==> src/rtl/spin_readout_pkg.sv <==
// Shared definitions for the spin readout block: FSM encoding, rdata layout
// and the legal spin-count range.
package spin_readout_pkg;

    typedef enum logic [1:0] {
        ST_IDLE   = 2'd0,
        ST_FLUSH  = 2'd1,
        ST_SAMPLE = 2'd2,
        ST_DONE   = 2'd3
    } state_e;

    localparam int RDATA_WIDTH = 32;
    localparam int DONE_BIT    = 31;
    localparam int BUSY_BIT    = 30;
    localparam int MAX_SPINS   = 30;

    // Spins must fit below the two status bits of rdata.
    function automatic bit spins_in_range(input int num_spins);
        return (num_spins >= 1) && (num_spins <= MAX_SPINS);
    endfunction

endpackage

==> src/rtl/spin_readout_if.sv <==
// Control/status bundle between the AXI register side and the spin readout core.
interface spin_readout_if #(
    parameter int NUM_SPINS = 8,
    parameter int CNT_WIDTH = 16
);
    logic                 start;
    logic [CNT_WIDTH-1:0] window;
    logic                 busy;
    logic                 done;
    logic [NUM_SPINS-1:0] spins;
    logic [31:0]          rdata;

    modport master (
        output start, window,
        input  busy, done, spins, rdata
    );

    modport slave (
        input  start, window,
        output busy, done, spins, rdata
    );
endinterface

==> src/rtl/spin_readout_sync.sv <==
// Single-bit multi-flop synchroniser for the asynchronous oscillator taps.
module spin_sync #(
    parameter int STAGES = 2
) (
    input  logic clk,
    input  logic rst_n,
    input  logic d,
    output logic q
);

    (* ASYNC_REG = "TRUE", dont_touch = "true" *)
    logic [STAGES-1:0] sync_q;
    logic [STAGES-1:0] sync_d;

    always_comb begin
        sync_d = {sync_q[STAGES-2:0], d};
    end

    // NOTE: flops use non-blocking assignments so every stage samples its
    // predecessor's pre-edge value; blocking here would collapse the chain.
    always_ff @(posedge clk or negedge rst_n) begin
        if (!rst_n) begin
            sync_q <= '0;
        end else begin
            sync_q <= sync_d;
        end
    end

    assign q = sync_q[STAGES-1];

endmodule

==> src/rtl/spin_readout.sv <==
// Counts phase mismatches of each oscillator tap against the reference over a
// programmable window and majority-votes the counts into a spin vector.
module spin_readout
    import spin_readout_pkg::*;
#(
    parameter int NUM_SPINS   = 8,
    parameter int CNT_WIDTH   = 16,
    parameter int SYNC_STAGES = 2
) (
    input  logic                 clk,
    input  logic                 axi_rstn,
    input  logic [NUM_SPINS-1:0] osc_in,
    input  logic                 ref_in,
    spin_readout_if.slave        bus
);

    localparam int FLUSH_W = $clog2(SYNC_STAGES + 1);

    if (!spins_in_range(NUM_SPINS) || (SYNC_STAGES < 2)) begin : g_param_check
        $error("spin_readout: NUM_SPINS must be 1..30 and SYNC_STAGES >= 2");
    end

    logic [NUM_SPINS-1:0] osc_s;
    logic                 ref_s;
    logic [NUM_SPINS-1:0] mism;

    for (genvar i = 0; i < NUM_SPINS; i++) begin : g_osc_sync
        spin_sync #(.STAGES(SYNC_STAGES)) u_sync (
            .clk   (clk),
            .rst_n (axi_rstn),
            .d     (osc_in[i]),
            .q     (osc_s[i])
        );
    end

    spin_sync #(.STAGES(SYNC_STAGES)) u_ref_sync (
        .clk   (clk),
        .rst_n (axi_rstn),
        .d     (ref_in),
        .q     (ref_s)
    );

    always_comb begin
        mism = osc_s ^ {NUM_SPINS{ref_s}};
    end

    state_e               state_q, state_d;
    logic [CNT_WIDTH-1:0] win_q, win_d;
    logic [CNT_WIDTH-1:0] samp_q, samp_d;
    logic [FLUSH_W-1:0]   flush_q, flush_d;
    logic [CNT_WIDTH-1:0] cnt_q [NUM_SPINS];
    logic [CNT_WIDTH-1:0] cnt_d [NUM_SPINS];
    logic [NUM_SPINS-1:0] spins_q, spins_d;
    logic                 done_q, done_d;

    // NOTE: every variable gets its hold value before the case statement, so
    // no path through the FSM leaves one unassigned and no latch is inferred.
    always_comb begin
        state_d = state_q;
        win_d   = win_q;
        samp_d  = samp_q;
        flush_d = flush_q;
        cnt_d   = cnt_q;
        spins_d = spins_q;
        done_d  = done_q;

        case (state_q)
            ST_IDLE: begin
                if (bus.start) begin
                    win_d   = bus.window;
                    samp_d  = '0;
                    flush_d = '0;
                    for (int i = 0; i < NUM_SPINS; i++) begin
                        cnt_d[i] = '0;
                    end
                    done_d  = 1'b0;
                    state_d = ST_FLUSH;
                end
            end

            // Drain the synchronisers so pre-start tap values are never counted.
            ST_FLUSH: begin
                if (flush_q == FLUSH_W'(SYNC_STAGES - 1)) begin
                    state_d = (win_q == '0) ? ST_DONE : ST_SAMPLE;
                end else begin
                    flush_d = flush_q + 1'b1;
                end
            end

            // Terminal compare against win_q-1 keeps a full-scale window from wrapping.
            ST_SAMPLE: begin
                for (int i = 0; i < NUM_SPINS; i++) begin
                    cnt_d[i] = cnt_q[i] + CNT_WIDTH'(mism[i]);
                end
                if (samp_q == (win_q - 1'b1)) begin
                    state_d = ST_DONE;
                end else begin
                    samp_d = samp_q + 1'b1;
                end
            end

            ST_DONE: begin
                // Strict majority at CNT_WIDTH+1 bits; a tie resolves to 0.
                for (int i = 0; i < NUM_SPINS; i++) begin
                    spins_d[i] = (win_q != '0) &&
                                 ({cnt_q[i], 1'b0} > {1'b0, win_q});
                end
                done_d  = 1'b1;
                state_d = ST_IDLE;
            end

            default: state_d = ST_IDLE;
        endcase
    end

    // NOTE: the counter array is an explicit reset target because an aborted
    // measurement must leave no partial counts behind.
    always_ff @(posedge clk or negedge axi_rstn) begin
        if (!axi_rstn) begin
            state_q <= ST_IDLE;
            win_q   <= '0;
            samp_q  <= '0;
            flush_q <= '0;
            for (int i = 0; i < NUM_SPINS; i++) begin
                cnt_q[i] <= '0;
            end
            spins_q <= '0;
            done_q  <= 1'b0;
        end else begin
            state_q <= state_d;
            win_q   <= win_d;
            samp_q  <= samp_d;
            flush_q <= flush_d;
            cnt_q   <= cnt_d;
            spins_q <= spins_d;
            done_q  <= done_d;
        end
    end

    logic [RDATA_WIDTH-1:0] rdata_c;

    always_comb begin
        rdata_c                  = '0;
        rdata_c[NUM_SPINS-1:0]   = spins_q;
        rdata_c[BUSY_BIT]        = (state_q != ST_IDLE);
        rdata_c[DONE_BIT]        = done_q;
    end

    assign bus.busy  = (state_q != ST_IDLE);
    assign bus.done  = done_q;
    assign bus.spins = spins_q;
    assign bus.rdata = rdata_c;

endmodule

==> src/flat_wrapper.sv <==
// flat-port wrapper written by rule: the top's interface ports become plain ports
module spin_readout_flat import spin_readout_pkg::*;
#(
    parameter int NUM_SPINS   = 8,
    parameter int CNT_WIDTH   = 16,
    parameter int SYNC_STAGES = 2
)
  (clk, axi_rstn, osc_in, ref_in, bus_start, bus_window, bus_busy, bus_done, bus_spins, bus_rdata);
  spin_readout_if #(.NUM_SPINS(NUM_SPINS), .CNT_WIDTH(CNT_WIDTH)) bus_i ();
  input  logic clk;
  input  logic axi_rstn;
  input  logic [NUM_SPINS-1:0] osc_in;
  input  logic ref_in;
  input wire logic [$bits(bus_i.start)-1:0] bus_start;
  input wire logic [$bits(bus_i.window)-1:0] bus_window;
  output wire logic [$bits(bus_i.busy)-1:0] bus_busy;
  output wire logic [$bits(bus_i.done)-1:0] bus_done;
  output wire logic [$bits(bus_i.spins)-1:0] bus_spins;
  output wire logic [$bits(bus_i.rdata)-1:0] bus_rdata;
  assign bus_i.start = bus_start;
  assign bus_i.window = bus_window;
  assign bus_busy = bus_i.busy;
  assign bus_done = bus_i.done;
  assign bus_spins = bus_i.spins;
  assign bus_rdata = bus_i.rdata;
  spin_readout #(.NUM_SPINS(NUM_SPINS), .CNT_WIDTH(CNT_WIDTH), .SYNC_STAGES(SYNC_STAGES)) u_core (.clk(clk), .axi_rstn(axi_rstn), .osc_in(osc_in), .ref_in(ref_in), .bus(bus_i));
endmodule
==> config.mk <==
export PLATFORM = sky130hd
export DESIGN_NAME = spin_readout_flat
export DESIGN_NICKNAME = d
export VERILOG_FILES = /design/src/rtl/spin_readout_pkg.sv /design/src/rtl/spin_readout_if.sv /design/src/rtl/spin_readout_sync.sv /design/src/rtl/spin_readout.sv /design/src/flat_wrapper.sv
export SDC_FILE = /design/constraint.sdc
export NUM_CORES = 1
export LEC_CHECK = 0
export CAP_MARGIN = 20
export CORE_MARGIN = 2
export CORE_UTILIZATION = 47
export CTS_BUF_LIST = sky130_fd_sc_hd__clkbuf_8
export DETAILED_ROUTE_END_ITERATION = 12
export PLACE_DENSITY = 0.76
export SYNTH_ARGS = -nofsm -noshare
export SYNTH_HDL_FRONTEND = slang
export SYNTH_SLANG_ARGS = --single-unit
==> constraint.sdc <==
create_clock -name clk -period 3 [get_ports clk]
set_input_delay 0.45 -clock clk [delete_from_list [all_inputs] [get_ports clk]]
set_output_delay 0.45 -clock clk [all_outputs]
set_load 0.01 [all_outputs]
==> out/qor.txt <==
status -> complete, no violations
CP required -> 3.37 ns
Arr. time, crit path -> 3.25 ns
Routed WL -> 29800 µm
startpoint types -> register
layout filler cell count -> 2306
FMAX -> 0.347 GHz
EDFF count, synth -> 0
drt first pass iters -> 5
antenna violations before repair -> 0
most frequent cells in the layout -> dfrtp_1 (189), ha_1 (143), nor2_1 (139)
Post-Syn Instances -> 1276
crit path max fanout -> 9
share of cells above drive strength 1 -> 0.0789
CTS clock-pin slew for the worst setup and hold paths -> 0.10 ns
die area -> 27400 µm²
clock root buffer -> clkbuf_8
Final Hold Viols -> 0
Worst-Margin Slew -> 0.720 ns
vias in the first global route -> 9346
TritonCTS Buffers -> 17
critical path class -> register to register
clock latency on the worst-skew pair -> 0.48 ns
Cell Rows -> 59
Tmin final -> 2.88 ns
Ys Warns -> 0
Final Util -> 0.528
Slew Limit Headroom -> 0.520
Worst R2R Path Depth -> 9
Final #Nets -> 1502
Lkg Pwr -> 6.56 nW
Worst VDD drop -> 0.000430 V
Vias/cell -> 5.89
Residual DRC -> 0
Antenna Violating Nets Remaining -> 0
Initial DRC Count -> 856
synthesized flop and latch total -> 191
clk sink count -> 191
chip height -> 165 µm
Pwr Total -> 0.00951 W
Hold Crit Class -> input pin to asynchronous set/reset pin
Unique masters post-synth -> 63
first-pass GRT wire length -> 48200 µm
fin. max-slew vios -> 0
HPWL Detailed -> 21000 µm
share of flip-flops with an asynchronous set or reset -> 1.00
Max H-tree Level -> 4
reg-to-reg endpoint -> u_core.state_q[0]
Core Region -> 25800 µm²
PwrDens -> 697 nW/µm²
routed length per placed instance -> 17.7 µm
syn_area_per_cell -> 9.60 µm²
total track usage -> 0.226
category of the worst setup path capture point -> register
r2r startpoint -> u_core.win_q[2]
TritonCTS clock tree -> built
total gr overflow -> 0
register area share after synthesis -> 0.390
final setup fails -> 0
Synth-to-Final Area Change -> 11.3%
synthesized area -> 12300 µm²
ANT cells -> 0
most common cell after layout, fill and taps aside -> dfrtp_1
Clock Path Buffers -> 2
fin crit share -> 0.959
Max-Cap Viols -> 0
Ports -> 70
RSZ-0062 raised after global routing -> no
buffers added on ports -> 47
flop2flop setup slack -> 0.12 ns
commonest register cell after synthesis -> dfrtp_1
vias -> 9882
Die X -> 165 µm
clock skew -> 0.0165 ns
largest net degree at the start of global routing -> 89
final setup TNS -> 0 ns
Starting Density -> 0.474
GP Congestion -> 0.870
-- worst max path at each step --
stage | from | endpoint | slack [ns] | cells after the start
detailed placement | u_core.win_q[1] | u_core.state_q[0] | 0.03 | 11
CTS | u_core.win_q[1] | u_core.state_q[0] | 0.02 | 11
finish | u_core.win_q[2] | u_core.state_q[0] | 0.12 | 9
global route | u_core.win_q[2] | u_core.state_q[0] | 0.009 | 9
global placement | u_core.win_q[0] | u_core.state_q[1] | 0.13 | 10
floorplan | u_core.win_q[0] | u_core.state_q[1] | 0.03 | 12
-- worst max-delay path, stage by stage (launching register included) --
cell and delay [ns]:
dfrtp_2 0.49, or4_4 0.61, nor2_4 0.20, a31oi_1 0.11, a2111oi_1 0.35, nand3_1 0.12, and4bb_1 0.36, buf_4 0.16
nor2_1 0.04, o32a_1 0.34
-- layout make-up --
cell class / instances / area, µm² / area share
timing repair buffer: 83 / 807 / 0.0592
tap: 335 / 419 / 0.0307
inverter: 39 / 146 / 0.0107
clock inverter: 14 / 204 / 0.0150
multi-input combinational: 999 / 7030 / 0.516
sequential: 191 / 4780 / 0.351
clock buffer: 18 / 248 / 0.0182
-- registers in the layout, indices dropped and copies added (netlist names), 2 cells and up --
signal and cells:
u_core.g_osc_sync.u_sync.sync_q 16, u_core.flush_q 2, u_core.bus.spins 8, u_core.samp_q 16, u_core.state_q 2, u_core.u_ref_sync.sync_q 2, u_core.win_q 16, u_core.cnt_q 128
-- power breakdown --
group / switching, W / internal (W)
Combinational: 0.00261 / 0.00168
Clock: 0.000991 / 0.000947
Sequential: 0.000401 / 0.00288
-- synth_stat cells, drive strengths merged (16+ instances only) --
cell    instances  area (µm²)
clkbuf         25        93.8
a21oi          64         320
nor2          141         537
o21ai          56         280
and3           31         194
buf            43         304
nand4          54         338
nand3          58         290
a22o           16         140
dfrtp         191        4780
mux2           17         195
nor3           19         106
a21o           36         270
xnor2          25         219
ha            143        1790
nand2          70         263
or3            35         219
xor2           91         797
inv            39         146
-- kinds of logic (layout without fill, tap and decap cells) --
kind of cell | after synthesis | in the layout | synth area share
other cells | 1 | 22 | 0.000306
flops | 191 | 191 | 0.390
buf+inv | 107 | 154 | 0.0444
xor+xnor | 116 | 116 | 0.0829
fa+ha+maj | 143 | 143 | 0.146
compound gates | 236 | 236 | 0.123
simple gates | 464 | 464 | 0.197
mux | 18 | 18 | 0.0167
-- layer usage --
layer  up-vias  GRT usage  part of all wire
li1       4665          -                 -
met1      4856      0.315              0.46
met2       297      0.360              0.46
met3        64     0.0355             0.050
met4         0     0.0721             0.028
met5         -          0                 0
-- per-stage QoR --
step                      cells  hold WS [ns]  worst slack [ns]  cell area, µm²
after global routing       1679        0.0846           0.00933           13600
after detailed placement   1645         0.335            0.0272           13200
after CTS                  1677        0.0460            0.0216           13600
after floorplan            1297         0.154            0.0308           12300
after global placement     1645         0.333             0.133           13200
final                      1679        0.0294             0.122           13600
-- timing repair --
action | CTS | global route
endpoints found under the setup margin | 0 | 18
setup buffers | 0 | 2
gates resized for setup | 0 | 5
hold buffers | 0 | 0
(Power assumes the default switching activity.)
